[src/rtl/cpu6_pipeline_ctrl_pkg.sv]
// Shared types and constants for the cpu6 hazard/serialization controller.
// State encoding is fixed so the registered state can live in a plain flop.
package cpu6_pipeline_ctrl_pkg;

    localparam int STATE_W              = 1;
    localparam int DRAIN_CNT_W          = 3;
    localparam int DEFAULT_DRAIN_STAGES = 3;

    typedef enum logic [STATE_W-1:0] {
        ST_IDLE  = 1'b0,
        ST_DRAIN = 1'b1
    } pctrl_state_e;

    function automatic logic is_redirect(input logic branch_taken, input logic jump);
        return branch_taken | jump;
    endfunction

endpackage

[src/rtl/cpu6_dffr.sv]
// Generic register with synchronous active-high reset to a parameterised value.
module cpu6_dffr #(
    parameter int           W       = 1,
    parameter logic [W-1:0] RST_VAL = '0
) (
    input  logic         clk,
    input  logic         reset,
    input  logic [W-1:0] d,
    output logic [W-1:0] q
);

    // Storage with synchronous reset
    always_ff @(posedge clk) begin
        if (reset) begin
            q <= RST_VAL;
        end else begin
            q <= d;
        end
    end

endmodule

[src/rtl/cpu6_hazard_detect.sv]
// Load-use hazard compare between the load in EX and the sources of the instr in D.
// Kept standalone so the forwarding unit can reuse the same compare later.
module cpu6_hazard_detect #(
    parameter int REGADDR_W = 5
) (
    input  logic [REGADDR_W-1:0] rs1D,
    input  logic [REGADDR_W-1:0] rs2D,
    input  logic                 rs1_usedD,
    input  logic                 rs2_usedD,
    input  logic [REGADDR_W-1:0] rdE,
    input  logic                 memtoregE,
    output logic                 loaduse
);

    logic rd_nonzero_s;
    logic rs1_hit_s;
    logic rs2_hit_s;

    // x0 is hardwired zero, so a load into it never creates a dependency
    assign rd_nonzero_s = (rdE != {REGADDR_W{1'b0}});
    assign rs1_hit_s    = rs1_usedD & (rs1D == rdE);
    assign rs2_hit_s    = rs2_usedD & (rs2D == rdE);
    assign loaduse      = memtoregE & rd_nonzero_s & (rs1_hit_s | rs2_hit_s);

endmodule

[src/rtl/cpu6_pipeline_ctrl.sv]
// Stall/bubble controller for the cpu6 5-stage pipeline: load-use stalls,
// EX redirects, and a drain window after serializing instructions.
module cpu6_pipeline_ctrl
    import cpu6_pipeline_ctrl_pkg::*;
#(
    parameter int DRAIN_STAGES = DEFAULT_DRAIN_STAGES,
    parameter int REGADDR_W    = 5,
    parameter int PERF_W       = 32
) (
    input  logic                   clk,
    input  logic                   reset,
    input  logic [REGADDR_W-1:0]   rs1D,
    input  logic [REGADDR_W-1:0]   rs2D,
    input  logic                   rs1_usedD,
    input  logic                   rs2_usedD,
    input  logic [REGADDR_W-1:0]   rdE,
    input  logic                   memtoregE,
    input  logic                   branch_takenE,
    input  logic                   jumpE,
    input  logic                   empty_pipeline_reqE,
    output logic                   stallF,
    output logic                   stallD,
    output logic                   flashD,
    output logic                   flashE,
    output logic                   drain_busy,
    output logic [DRAIN_CNT_W-1:0] drain_cnt,
    output logic [PERF_W-1:0]      stall_cycles
);

    localparam logic [DRAIN_CNT_W-1:0] DRAIN_LOAD = DRAIN_CNT_W'(DRAIN_STAGES);

    logic [STATE_W-1:0]     state_r;
    logic [STATE_W-1:0]     state_nxt_s;
    logic [DRAIN_CNT_W-1:0] cnt_r;
    logic [DRAIN_CNT_W-1:0] cnt_nxt_s;
    logic [PERF_W-1:0]      perf_r;
    logic [PERF_W-1:0]      perf_nxt_s;
    logic                   loaduse_s;
    logic                   redirect_s;

    cpu6_hazard_detect #(.REGADDR_W(REGADDR_W)) u_hazard (
        .rs1D      (rs1D),
        .rs2D      (rs2D),
        .rs1_usedD (rs1_usedD),
        .rs2_usedD (rs2_usedD),
        .rdE       (rdE),
        .memtoregE (memtoregE),
        .loaduse   (loaduse_s)
    );

    assign redirect_s = is_redirect(branch_takenE, jumpE);

    // Output decode and next-state; reset forces every output low in its own cycle
    always_comb begin
        stallF      = 1'b0;
        stallD      = 1'b0;
        flashD      = 1'b0;
        flashE      = 1'b0;
        state_nxt_s = state_r;
        cnt_nxt_s   = cnt_r;
        if (reset) begin
            state_nxt_s = ST_IDLE;
            cnt_nxt_s   = {DRAIN_CNT_W{1'b0}};
        end else begin
            case (state_r)
                ST_IDLE: begin
                    if (redirect_s) begin
                        flashD = 1'b1;
                        flashE = 1'b1;
                    end else if (loaduse_s) begin
                        stallF = 1'b1;
                        stallD = 1'b1;
                        flashE = 1'b1;
                    end else begin
                        flashE = 1'b0;
                    end
                    // The serializing instr itself still advances; draining starts next cycle
                    if (empty_pipeline_reqE) begin
                        state_nxt_s = ST_DRAIN;
                        cnt_nxt_s   = DRAIN_LOAD;
                    end else begin
                        state_nxt_s = ST_IDLE;
                    end
                end
                ST_DRAIN: begin
                    stallF = 1'b1;
                    stallD = 1'b1;
                    flashE = 1'b1;
                    if (cnt_r == 3'd1) begin
                        state_nxt_s = ST_IDLE;
                        cnt_nxt_s   = {DRAIN_CNT_W{1'b0}};
                    end else begin
                        cnt_nxt_s   = cnt_r - 3'd1;
                    end
                end
                default: begin
                    state_nxt_s = ST_IDLE;
                    cnt_nxt_s   = {DRAIN_CNT_W{1'b0}};
                end
            endcase
        end
    end

    // Stall-cycle perf counter, free-running wrap
    always_comb begin
        if (stallD) begin
            perf_nxt_s = perf_r + {{(PERF_W-1){1'b0}}, 1'b1};
        end else begin
            perf_nxt_s = perf_r;
        end
    end

    cpu6_dffr #(.W(STATE_W), .RST_VAL(ST_IDLE)) u_state_ff (
        .clk (clk), .reset (reset), .d (state_nxt_s), .q (state_r)
    );

    cpu6_dffr #(.W(DRAIN_CNT_W), .RST_VAL({DRAIN_CNT_W{1'b0}})) u_cnt_ff (
        .clk (clk), .reset (reset), .d (cnt_nxt_s), .q (cnt_r)
    );

    cpu6_dffr #(.W(PERF_W), .RST_VAL({PERF_W{1'b0}})) u_perf_ff (
        .clk (clk), .reset (reset), .d (perf_nxt_s), .q (perf_r)
    );

    assign drain_busy   = ~reset & (state_r == ST_DRAIN);
    assign drain_cnt    = reset ? {DRAIN_CNT_W{1'b0}} : cnt_r;
    assign stall_cycles = reset ? {PERF_W{1'b0}} : perf_r;

endmodule

[config.mk]
export PLATFORM = sky130hd
export DESIGN_NAME = cpu6_pipeline_ctrl
export DESIGN_NICKNAME = d
export VERILOG_FILES = /design/src/rtl/cpu6_pipeline_ctrl_pkg.sv /design/src/rtl/cpu6_dffr.sv /design/src/rtl/cpu6_hazard_detect.sv /design/src/rtl/cpu6_pipeline_ctrl.sv
export SDC_FILE = /design/constraint.sdc
export NUM_CORES = 1
export LEC_CHECK = 0
export CAP_MARGIN = 25
export CORE_ASPECT_RATIO = 0.8
export CORE_MARGIN = 3
export CORE_UTILIZATION = 25
export CTS_BUF_LIST = sky130_fd_sc_hd__clkbuf_4
export CTS_CLUSTER_DIAMETER = 40
export DETAILED_ROUTE_END_ITERATION = 8
export PLACE_DENSITY = 0.53
export SLEW_MARGIN = 20
export SYNTH_ARGS = -nofsm -noshare
export SYNTH_HDL_FRONTEND = slang
export SYNTH_SLANG_ARGS = --single-unit
export TNS_END_PERCENT = 50
[constraint.sdc]
create_clock -name clk -period 4.42 [get_ports clk]
set_clock_uncertainty 0.2 [all_clocks]
set_input_delay 1.326 -clock clk [delete_from_list [all_inputs] [get_ports clk]]
set_output_delay 1.326 -clock clk [all_outputs]
set_load 0.01 [all_outputs]
==> impl_metrics.py <==
metrics = {
    "logic_synthesis": {
        "syn_nets": 295,
        "yosysTopAreaCell": "dfxtp_1",
        "synth_top_family_by_area": "simple AND/OR/NAND/NOR gates",
        "ys_seq_elements": 36,
        "synthSimpleGateAreaFrac_pct": 34.0,
        "syn_inst": 269,
        "synth_compound_area_share_pct": 17.2,
        "async_reset_ff_share_pct": 0,
        "synth_top_flop_cell": "dfxtp_1",
        "synth_top_area_share_pct": 32.6,
        "synth_mux_area_share_pct": 4.47,
        "synth_xor_xnor_area_share_pct": 4.75,
        "synth_edf_count": 0,
        "ys.warnings.count": 0,
        "synth_cell_type_count": 45,
        "synth_seq_area_share_pct": 32.6,
        "synthAdderAreaFrac_pct": 1.70,
        "netlist_area_um2": 2210,
        "synth.area.top_cells": "dfxtp_1 (33%), nor2b_1 (8.5%), a21oi_1 (5.4%)",
        "postSynthAreaPerCell_um2": 8.22,
    },
    "clocking": {
        "cts.sinks": 36,
        "htree_num_levels": 2,
        "clk_path_buf_depth": 2,
        "post_cts_buffers": 0,
        "clockRootBuffer": "clkbuf_4",
        "clkTransAtPathRegs_ns": 0.11,
        "cts_tree": "built",
        "clock_latency_ns": 0.35,
        "cts_buffers": 5,
    },
    "final_layout": {
        "mostFrequentLayoutCells": "clkdlybuf4s50_1 (52), dfxtp_1 (36), nor2b_1 (30), nor2_1 (24), a21oi_1 (24)",
        "antenna_cells": 0,
        "final_common_cell": "clkdlybuf4s50_1",
        "area_growth_pct": 40.3,
        "final_nets": 364,
        "final_cells": 451,
        "drive_gt1_share_pct": 14.5,
    },
    "sta": {
        "tightest_slew_ns": 0.713,
        "post-route-period-util_pct": 99.2,
        "max-slew-margin-rel_pct": 52.4,
        "rsz0062_at_grt": "yes",
        "setup_viol": 0,
        "max_freq_mhz": 228,
        "whs_ns": 0.294,
        "report.final.slew_viol_count": 0,
        "tns_ns": 0,
        "final_hold_viol_count": 0,
        "timing.final.crit_period_ns": 4.38,
    },
    "floorplan": {
        "rows": 30,
        "dieWidth_um": 111,
        "die_h_um": 90.1,
        "core_area_um2": 8560,
        "die_area_um2": 10000,
        "io_pins": 63,
        "initial_core_util_pct": 25.8,
    },
    "routing": {
        "highest_layer": "met4",
        "route.detailed.drc": 0,
        "drt-pass1-iter-count": 4,
        "route.met2.wl_um": 2680,
        "antenna_left": 0,
        "wl_um": 5950,
        "vias": 2174,
        "drt-wirelength-per-cell_um": 13.2,
        "wl_met3_um": 229,
        "vias_per_cell": 4.82,
        "drt-initial-drc-count": 67,
        "met1_length_um": 2950,
    },
    "power": {
        "ir_worst_vdd_uv": 87.2,
        "leakage_nw": 1.06,
        "p_per_area_nw_per_um2": 201,
    },
    "critical_path": {
        "cp.depth": 6,
        "crit_chain": "dlygate4sd2_1 -> or4_4 -> o21a_4 -> a2111oi_4 -> nor2_1 -> buf_2",
        "crit_family": "simple AND/OR/NAND/NOR gates",
        "crit_type": "in2out",
        "path_max_fanout": 2,
        "slowest_stage": "or4_4",
        "cp-end-kind": "primary output",
        "cp-start-kind": "input pin",
        "timing.rr.end": "u_perf_ff.q[18]",
        "crit_buf_inv": 2,
        "max_stage_delay_ns": 0.54,
        "ff2ff_path_depth": 6,
        "reg2reg_from": "u_perf_ff.q[0]",
        "r2r_slack_ns": 2.02,
        "crit_arrival_ns": 2.86,
        "cp.required_ns": 2.89,
    },
    "worst_hold_path": {
        "holdCritPathClass": "reg2reg",
        "hold_end": "u_perf_ff.q[22]",
        "hold_depth": 2,
        "min_from": "u_perf_ff.q[22]",
    },
    "global_routing": {
        "overflow": 0,
        "grt_max_degree": 31,
        "grt_pass1_wl_um": 10300,
        "grt_antenna_before_repair": 0,
        "grt_pass1_vias": 2063,
        "track_usage_pct": 12.0,
    },
    "place": {
        "place_inst": 443,
        "io_buffers": 62,
        "dp.final_hpwl_um": 4280,
        "gp_congestion": 0.735,
    },
    "flow_run": {
        "drv_cap": 0,
    },
    "outcome": {
        "run_status": "complete, no violations",
    },
}
-- per-stage QoR --
| stage | utilization, % | cell area, um^2 | worst slack, ns | total power [mW] |
|---|---|---|---|---|
| 2_1_floorplan | - | 2210 | 0.188 | 0.391 |
| 3_3_place_gp | 35.2 | 3010 | -0.537 | 0.442 |
| 3_5_place_dp | 35.2 | 3010 | -0.569 | 0.443 |
| 4_1_cts | 35.9 | 3070 | 0.0228 | 0.632 |
| 5_1_grt | 36.3 | 3100 | -0.0291 | 0.659 |
| 6_report | 36.3 | 3100 | 0.0357 | 0.625 |
-- sequential cells by signal, summed over array words and instances, names as in the netlist --
register / cells
u_perf_ff.q: 32
u_cnt_ff.q: 3
u_state_ff.q: 1
-- layout make-up --
cell class	count	area, um^2
Fill cell	915	5460
Multi-Input combinational cell	210	1420
Timing Repair Buffer	78	737
Sequential cell	36	721
Tap cell	112	140
Clock buffer	7	52.6
Inverter	7	26.3
Clock inverter	1	3.75
-- report_power, final --
part / switching [mW] / internal, mW / total, mW / leakage (nW)
logic: 0.0461 / 0.0539 / 0.100 / 0.739
clock network: 0.112 / 0.0735 / 0.186 / 0.0338
registers: 0.00944 / 0.330 / 0.339 / 0.291
-- layer usage --
layer | GRT usage [%] | up-vias
li1 | - | 1110
met1 | 17.2 | 1014
met2 | 18.2 | 41
met3 | 2.96 | 9
met4 | 2.84 | 0
met5 | 0 | -
-- tightest hold or removal path: stages, from the launching register on --
cell and delay (ns):
dfxtp_1 0.34, o31ai_1 0.06, a21oi_1 0.05
-- cell families after synthesis --
kind of cell | Yosys count
AND/OR/NAND/NOR | 131
AO/OA/AOI/OAI | 56
flip-flops | 36
buffers and inverters | 23
XOR/XNOR | 12
multiplexers | 8
adder cells (fa/ha/maj) | 3
-- Yosys cell counts, types with 4 or more instances --
cell      count
nand4_1       5
a21oi_1      24
or3_1         7
or4_1        14
o31ai_1      12
clkbuf_1     10
xnor2_1      11
and4_1        4
nor2_1       25
o21ai_0       8
nand2_1      20
nand3_1       6
nor2b_1      30
inv_1         7
nor3_1        8
dfxtp_1      36
-- worst max-delay path by stage --
stage          startpoint  endpoint  slack (ns)
2_1_floorplan      rdE[0]    stallF        0.19
3_3_place_gp       rdE[0]    flashE       -0.54
5_1_grt           rs1D[4]    stallD       -0.03
6_report           rdE[4]    flashE        0.04
4_1_cts            rdE[4]    flashE        0.02
3_5_place_dp       rdE[0]    flashE       -0.57
-- repair_timing --
action,CTS,global route
resized for setup,22,6
setup endpoints to repair,3,3
pin swaps,6,3
hold buffers,0,0
Note: power is estimated with default switching activity, not from simulation.
